$ cat src/rtl/proc_pkg.sv
// proc_pkg: shared widths, opcodes, instruction fields and program ROM image
package proc_pkg;
    localparam int DW = 32;
    localparam int AW = 5;
    localparam logic [4:0] OP_ADD  = 5'b00000;
    localparam logic [4:0] OP_SUB  = 5'b00001;
    localparam logic [4:0] OP_AND  = 5'b00010;
    localparam logic [4:0] OP_OR   = 5'b00011;
    localparam logic [4:0] OP_XOR  = 5'b00100;
    localparam logic [4:0] OP_NOT  = 5'b00101;
    localparam logic [4:0] OP_SLL  = 5'b00110;
    localparam logic [4:0] OP_SRL  = 5'b00111;
    localparam logic [4:0] OP_SRA  = 5'b01000;
    localparam logic [4:0] OP_SLT  = 5'b01001;
    localparam logic [4:0] OP_SLTU = 5'b01010;
    localparam logic [4:0] OP_MOVA = 5'b01011;
    localparam logic [4:0] OP_MUL  = 5'b01100;
    localparam logic [4:0] OP_INC  = 5'b01101;
    localparam logic [4:0] OP_DEC  = 5'b01110;
    localparam int OP_MSB   = 31;
    localparam int OP_LSB   = 27;
    localparam int RDST_MSB = 26;
    localparam int RDST_LSB = 22;
    localparam int RS2_MSB  = 9;
    localparam int RS2_LSB  = 5;
    localparam int RS1_MSB  = 4;
    localparam int RS1_LSB  = 0;
    // r1=r0+r0, r2=r1+1, r3=r2+r1, r4=r3-r2, r5=r3<<r2, r6=r5*r3, r7=r6^r1, r8=r7-1
    localparam logic [DW-1:0] PROG_ROM [0:31] = '{
        32'h0040_0000, 32'h6880_0001, 32'h00C0_0022, 32'h0900_0043,
        32'h3140_0043, 32'h6180_0065, 32'h21C0_0026, 32'h7200_0007,
        32'h0, 32'h0, 32'h0, 32'h0, 32'h0, 32'h0, 32'h0, 32'h0,
        32'h0, 32'h0, 32'h0, 32'h0, 32'h0, 32'h0, 32'h0, 32'h0,
        32'h0, 32'h0, 32'h0, 32'h0, 32'h0, 32'h0, 32'h0, 32'h0
    };
endpackage

$ cat src/rtl/proc_alu.sv
// proc_alu: combinational 5-bit-opcode ALU, modulo-2^32 arithmetic
//   op [4:0] opcode, a/b [DW-1:0] operands, y [DW-1:0] result, zero = (y == 0)
module proc_alu
    import proc_pkg::*;
(
    input  logic [4:0]    op,
    input  logic [DW-1:0] a,
    input  logic [DW-1:0] b,
    output logic [DW-1:0] y,
    output logic          zero
);
    always_comb begin
        y = '0;
        case (op)
            OP_ADD:  y = a + b;
            OP_SUB:  y = a - b;
            OP_AND:  y = a & b;
            OP_OR:   y = a | b;
            OP_XOR:  y = a ^ b;
            OP_NOT:  y = ~a;
            OP_SLL:  y = a << b[4:0];
            OP_SRL:  y = a >> b[4:0];
            OP_SRA:  y = $signed(a) >>> b[4:0];
            OP_SLT:  y = {31'b0, $signed(a) < $signed(b)};
            OP_SLTU: y = {31'b0, a < b};
            OP_MOVA: y = a;
            OP_MUL:  y = a * b;
            OP_INC:  y = a + 32'd1;
            OP_DEC:  y = a - 32'd1;
            default: y = '0;
        endcase
    end
    assign zero = (y == '0);
endmodule

$ cat src/rtl/proc_exec_mem_unit.sv
// proc_exec_mem_unit: instruction ROM, 32x32 data memory and ALU of the teaching processor
//   clock, reset_n         : clock and synchronous active-low reset (clears data memory only)
//   prog_addr -> prog_data : combinational ROM lookup
//   mem_addr, mem_wdata, mem_read -> mem_rdata : async read, write on posedge when mem_read=0
//   alu_op, alu_a, alu_b, alu_dst -> alu_out, alu_dst_o, alu_zero : combinational ALU
module proc_exec_mem_unit
    import proc_pkg::*;
(
    input  logic          clock,
    input  logic          reset_n,
    input  logic [AW-1:0] prog_addr,
    output logic [DW-1:0] prog_data,
    input  logic [AW-1:0] mem_addr,
    input  logic [DW-1:0] mem_wdata,
    input  logic          mem_read,
    output logic [DW-1:0] mem_rdata,
    input  logic [4:0]    alu_op,
    input  logic [DW-1:0] alu_a,
    input  logic [DW-1:0] alu_b,
    input  logic [AW-1:0] alu_dst,
    output logic [DW-1:0] alu_out,
    output logic [AW-1:0] alu_dst_o,
    output logic          alu_zero
);
    logic [DW-1:0] mem [0:2**AW-1];

    assign prog_data = PROG_ROM[prog_addr];
    assign mem_rdata = mem[mem_addr];
    assign alu_dst_o = alu_dst;

    // reset wins over a same-cycle write
    always_ff @(posedge clock) begin
        if (!reset_n)
            for (int i = 0; i < 2**AW; i++) mem[i] <= '0;
        else if (!mem_read)
            mem[mem_addr] <= mem_wdata;
    end

    proc_alu u_alu (
        .op   (alu_op),
        .a    (alu_a),
        .b    (alu_b),
        .y    (alu_out),
        .zero (alu_zero)
    );
endmodule

$ cat config.mk
export PLATFORM = sky130hd
export DESIGN_NAME = proc_exec_mem_unit
export DESIGN_NICKNAME = d
export VERILOG_FILES = /design/src/rtl/proc_pkg.sv /design/src/rtl/proc_alu.sv /design/src/rtl/proc_exec_mem_unit.sv
export SDC_FILE = /design/constraint.sdc
export NUM_CORES = 2
export LEC_CHECK = 0
export ABC_CLOCK_PERIOD_IN_PS = 18700
export CAP_MARGIN = 20
export CORE_ASPECT_RATIO = 0.8
export CORE_MARGIN = 4
export CORE_UTILIZATION = 55
export CTS_BUF_LIST = sky130_fd_sc_hd__clkbuf_4
export CTS_CLUSTER_SIZE = 25
export DETAILED_ROUTE_END_ITERATION = 12
export PLACE_DENSITY = 0.76
export RECOVER_POWER = 50
export REMOVE_ABC_BUFFERS = 1
export SETUP_SLACK_MARGIN = 0.15
export SYNTH_ARGS = -nofsm -noshare
export SYNTH_HDL_FRONTEND = slang
export SYNTH_HIERARCHICAL = 1
export SYNTH_SLANG_ARGS = --single-unit
$ cat constraint.sdc
create_clock -name clock -period 18.7 [get_ports clock]
set_input_delay 3.74 -clock clock [delete_from_list [all_inputs] [get_ports clock]]
set_output_delay 3.74 -clock clock [all_outputs]
set_load 0.03 [all_outputs]
* Yosys cells after proc, flatten, opt, wreduce, memory -nomap -nowiden
Memory sizes are Yosys's and may differ from the RTL's.
Cells that the tools add are included.
** Storage, ports and cells
- Output and inout port bits :: 102
- Bits in read-only memories :: 1024
- Bits in registers :: 0
- Logic and storage cells :: 45
- Memory bits (writable) :: 1024
- Memories :: 2
- Bits of input ports :: 119
** Memories
- (no name shown) :: depth 32, bits a word 32, rd ports 1, clocked after memory_dff 0, wr ports 0, RTL line proc_exec_mem_unit.sv:27 : assign prog_data = PROG_ROM[prog_addr];
- mem :: depth 32, bits a word 32, rd ports 1, clocked after memory_dff 0, wr ports 32, RTL line proc_exec_mem_unit.sv:25 : logic [DW-1:0] mem [0:2**AW-1];
** Operators by class
- Shift-type cells :: 3
- Bitwise gates (word level) :: 5
- Eq/ne operators :: 14
- Reduce and logical (&&, ||, !) cells :: 3
- Multiplexer cells :: 10
- Order comparisons :: 3
- $mul :: 1
- Add/sub/neg operators :: 4
** Operators by type and width (count)
- $pmux 32 s15 :: 1
- $mux 32 :: 3
- $lt 32x32->1 :: 2
- $eq 5x4->1 const B :: 7
- $add 32x1->32 const B :: 1
- $add 32x32->32 :: 1
- $and 32x32->32 :: 1
- $logic_not 32->1 :: 1
- $mul 32x32->32 :: 1
- $not 32->32 :: 1
- $or 32x32->32 :: 1
- $reduce_or 32->1 :: 1
- $shl 32x5->32 :: 1
- $shr 32x5->32 :: 1
- $sshr 32x5->32 :: 1
- $sub 32x1->32 const B :: 1
- $sub 32x32->32 :: 1
- $xor 32x32->32 :: 1
- $eq 5x3->1 const B :: 4
- $eq 5x2->1 const B :: 2
- $ge 6x6->1 const B :: 1
- $not 5->6 :: 1
- $eq 5x1->1 const B :: 1
- $logic_not 5->1 :: 1
- 2 further kinds :: 6

* Logic depth before layout (Yosys ltp)
- Depth in word-level cells :: 5
- Gate-level depth with buffers :: 33
- Mapped depth without buffers :: 29

* Modules after synthesis
The synthesis kept the hierarchy.
** Modules (own cells, without submodules)
- proc_exec_mem_unit :: area each 46876.2 um2, cells an instance 3394, instances 1
- proc_alu :: area each 26131.3 um2, cells an instance 3397, instances 1

* Worst setup path before layout
OpenSTA, ideal clock, no wires.
- Path kind :: input -> output
- Start :: in alu_b[2]
- End :: out alu_zero
- Path slack :: 2.245 ns
- Data required time :: 14.960 ns
- Arrival time :: 12.715 ns
- Stages :: 32
- Buffers on the path :: 5
- Path through :: buf_2 > inv_1 > buf_1 > buf_2 > buf_2 > buf_1 > nor2_1 > fa_1 > inv_1 > fa_1 > fa_1 > fa_1 > inv_1 > fa_1 > inv_1 > fa_1 > inv_1 > fa_1 > fa_1 > ha_1 > nand2_1 > nor3_1 > o21ai_0 > a211oi_1 > o21ai_0 > nand3b_1 > nand4_1 > nor4b_1 > nand4_1 > or4_1 > or4_1 > nor4_2
** On the way
- Cells in the longest elaborated chain, start to end :: 3
- Elaborated cells between the ends (all ways) :: 13
- Those cells by class :: 2 x add/sub; 1 x mul; 2 x order compare; 3 x shift; 1 x mux; 3 x bitwise; 1 x reduce/logical
** Ends and longest elaborated chain
- from (decl) :: RTL line proc_exec_mem_unit.sv:19 : input logic [DW-1:0] alu_b,
- $mul 32x32->32, or another cell as far along :: RTL line proc_alu.sv:27 : OP_MUL: y = a * b;
- $pmux 32 s15 (*) :: RTL line proc_alu.sv:14 : case (op)
- net alu_out[25] :: RTL line proc_exec_mem_unit.sv:21 : output logic [DW-1:0] alu_out,
- $logic_not 32->1 (*) :: RTL line proc_alu.sv:33 : assign zero = (y == '0);
- to (decl) :: RTL line proc_exec_mem_unit.sv:23 : output logic alu_zero
Mark *: on every way through the listed nets, which the timed path passes. The rest lies on a longest branch.

* Worst setup path in the final report
- Start :: in alu_b[7]
- End :: out alu_zero
** On the way
- Cells in the longest elaborated chain, start to end :: 3
- Elaborated cells between the ends (all ways) :: 10
- Those cells by class :: 2 x add/sub; 1 x mul; 2 x order compare; 1 x mux; 3 x bitwise; 1 x reduce/logical
** Ends and longest elaborated chain (RTL line)
- $mul 32x32->32, or another cell as far along :: proc_alu.sv:27
- $pmux 32 s15 (*) :: proc_alu.sv:14
- $logic_not 32->1 (*) :: proc_alu.sv:33
Mark *: on every way between the ends. The rest lies on a longest branch, timed or not.

==> flow_metrics.py <==
metrics = {
    "run_status": {
        "outcome": "complete, but fails checks",
        "failing_checks": "max-capacitance violations, max-slew violations",
    },
    "synthesis": {
        "synth.mux.area_fraction_pct": 9.16,
        "synth-compound-area-share_pct": 8.49,
        "synth-simple-area-share_pct": 17.0,
        "number_of_register_bits_inferred_by_synthesis": 1024,
        "asyncSetResetFlopFracSynth_pct": 0,
        "yosysUniqueCellTypes": 101,
        "synth-adder-area-share_pct": 15.7,
        "synth_top_family_by_area": "simple AND/OR/NAND/NOR gates",
        "yosys-top-cells-count": "sky130_fd_sc_hd__and2_1 (1033), sky130_fd_sc_hd__edfxtp_1 (1024), sky130_fd_sc_hd__mux2i_1 (580)",
        "ys_top_cells_by_area": "sky130_fd_sc_hd__edfxtp_1 (42%), sky130_fd_sc_hd__fa_1 (11%), sky130_fd_sc_hd__and2_1 (8.9%), sky130_fd_sc_hd__mux2i_1 (8.0%), sky130_fd_sc_hd__ha_1 (4.4%)",
        "yosysSeqAreaShare_pct": 42.1,
        "synth_enable_flop_cells": 1024,
        "synth_top_flop_cell": "sky130_fd_sc_hd__edfxtp_1",
        "synth.avg_cell_area_um2": 10.8,
        "yosys.cell_count.top_type": "sky130_fd_sc_hd__and2_1",
        "synth_cells": 6791,
        "netlist.area_leader.share_pct": 42.1,
        "post_synth_xor_area_fraction_pct": 1.64,
        "synth.cell_area_um2": 73000,
        "synth_area_leader_cell": "sky130_fd_sc_hd__edfxtp_1",
        "synthesis.yosys.warnings": 6,
    },
    "pwr": {
        "power.density_cell_area_nw_per_um2": 175,
        "p_leak_nw": 32.0,
        "power.ir.vdd_worst_mv": 0.696,
        "post-layout-total-power_mw": 14.0,
    },
    "floorplanning": {
        "die_area_um2": 139000,
        "placementRows": 119,
        "fp.dieH_um": 334,
        "chip_width_um": 415,
        "placeableCoreArea_um2": 132000,
        "io-pin-count": 221,
        "start_util_pct": 55.4,
    },
    "place": {
        "place_hpwl_mm": 202,
        "dpl.cell_count": 8439,
        "io_buffer_count": 191,
        "placer_congestion_estimate": 1.12,
        "placed_area_um2": 77000,
        "preCtsSetupSlack_ns": 0.774,
    },
    "global_route": {
        "grt_max_degree": 138,
        "grt_pass1_wl_mm": 412,
        "grt_pass1_vias": 56475,
        "global_route.usage.total_pct": 41.1,
        "overflow": 0,
        "number_of_antenna_violations_at_the_first_check_in_global_routing": 32,
    },
    "cells_and_area": {
        "synthToLayoutAreaGrowth_pct": 9.09,
        "design_area_um2": 79600,
        "layout-drive-gt1-share_pct": 10.4,
        "layout.nets": 7703,
        "largest-register": "mem",
        "cell_count_final_fillers_out": 8837,
        "core_utilization_of_the_finished_layout_pct": 60.4,
        "largest_reg_flops": 1024,
        "reg_top3": "mem: 1024 flops",
    },
    "critical_path": {
        "crit_path_max_incr_delay_ns": 1.03,
        "path_class": "in -> out",
        "worst_path_max_delay_cell": "sky130_fd_sc_hd__inv_1",
        "cp_data_required_time_ns": 14.96,
        "worst_setup_path_start_kind": "primary input",
        "setup.worst_path.start": "alu_b[7]",
        "largest_fanout_on_the_critical_path": 23,
        "path_delay_family": "adder cells",
        "worst_setup_path_end_kind": "output pin",
        "crit_top_cell": "sky130_fd_sc_hd__fa_1",
        "critical_path_buf_inv_count": 7,
        "crit_arrival_ns": 14.45,
        "critical_path_depth": 29,
    },
    "detailed_routing": {
        "detailedRoute.firstIterationViolations": 9796,
        "drtAntennaViolNets": 0,
        "detail_route.wirelength_mm": 290,
        "drt_pass1_iterations": 7,
        "routed_wire_length_per_instance_um": 32.8,
        "vias_per_cell": 6.66,
        "num_vias": 58845,
        "post-route-drc-count": 0,
    },
    "timing": {
        "worst_margin_slew_ns": 4.16,
        "slew_headroom_pct": -180,
        "finalHoldViolCount": 0,
        "clock.fmax_mhz": 55.0,
        "final-setup-viol-count": 0,
        "fin_crit_ns": 18.19,
        "rsz0062_at_grt": "no",
        "timing.final.crit_share_pct": 97.2,
        "final-max-slew-violation-count": 1309,
        "setup-tns-final_ns": 0,
        "final.hold.worst_slack_ns": 3.47,
        "final_critical_path_setup_slack_ns": 0.515,
    },
    "cts": {
        "cts_resized": 0,
        "maximum_buffer_depth_of_the_clock_tree": 3,
        "tritoncts": "done",
        "clockRootBuffer": "sky130_fd_sc_hd__clkbuf_4",
        "cts_htree_levels": 4,
        "holdBufCountCts": 0,
        "post_cts_repair_timing_setup_buffer_count": 0,
        "clk_pin_slew_ns": 0.07,
        "cts_made_buffers": 215,
        "clock-sinks": 1024,
    },
    "run": {
        "cap_violations": 44,
    },
    "hold_path": {
        "holdPathStages": 2,
        "holdCritStartpoint": "mem_wdata[17]",
        "worst_hold_path.endpoint": "mem[8][17]",
        "hp-class": "in -> reg",
    },
}
==> layout by cell type (no fill, tap or decap), types with 35 or more instances in the layout <==
cell / Yosys / routed
sky130_fd_sc_hd__nor2_1: 494 / 487
sky130_fd_sc_hd__and2_0: 1 / 378
sky130_fd_sc_hd__clkbuf_4: 0 / 341
sky130_fd_sc_hd__a21oi_1: 136 / 136
sky130_fd_sc_hd__a211oi_1: 35 / 35
sky130_fd_sc_hd__xnor2_1: 114 / 114
sky130_fd_sc_hd__nor4_1: 79 / 77
sky130_fd_sc_hd__inv_1: 458 / 457
sky130_fd_sc_hd__nand3_1: 40 / 39
sky130_fd_sc_hd__nor3_1: 63 / 62
sky130_fd_sc_hd__o22ai_1: 295 / 295
sky130_fd_sc_hd__o211ai_1: 38 / 38
sky130_fd_sc_hd__clkdlybuf4s50_1: 0 / 185
sky130_fd_sc_hd__buf_4: 27 / 205
sky130_fd_sc_hd__mux2i_1: 580 / 580
sky130_fd_sc_hd__clkbuf_1: 381 / 40
sky130_fd_sc_hd__edfxtp_1: 1024 / 1024
sky130_fd_sc_hd__nand2_1: 413 / 413
sky130_fd_sc_hd__and2_1: 1033 / 656
sky130_fd_sc_hd__o21ai_0: 160 / 148
sky130_fd_sc_hd__ha_1: 259 / 259
sky130_fd_sc_hd__fa_1: 410 / 410
==> how the worst max path moves through the flow <==
stage | end | slack (ns)
floorplan | alu_zero | 2.71
global route | alu_zero | 0.32
finish | alu_zero | 0.51
global placement | alu_zero | 1.04
detailed placement | alu_zero | 0.77
CTS | alu_zero | 0.76
==> cell families after synthesis <==
kind of cell	after synthesis
other	1
AOI/OAI and AO/OA	944
and+or+nand+nor	2332
buffers and inverters	1049
DFF	1024
xor gates and xnor gates	137
muxes	635
adders and majority gates	669
==> layout make-up <==
| type | instances | area, um2 |
|---|---|---|
| Fill cell | 10845 | 52100 |
| Clock buffer | 340 | 2550 |
| Multi-Input combinational cell | 4736 | 38200 |
| Clock inverter | 33 | 220 |
| Tap cell | 1754 | 2190 |
| Inverter | 485 | 1820 |
| Sequential cell | 1024 | 30700 |
| Antenna cell | 12 | 30.0 |
| Timing Repair Buffer | 453 | 3850 |
==> routing by layer <==
metal	share of wire [%]	global-route usage [%]	wire (um)	up-vias
met2	38	53.1	111000	4968
met1	40	61.0	117000	29226
met5	0.054	0	156	-
met4	3.5	12.2	10200	20
li1	-	-	-	23898
met3	18	19.1	52000	733
==> report_power, final <==
group	internal, mW	switching [mW]	leakage (nW)
combinational	3.51	6.03	20.6
clock	0.859	0.882	1.69
sequential	2.65	0.0335	9.74
total	7.02	6.95	32.0
Note: power is estimated with default switching activity, not from simulation.
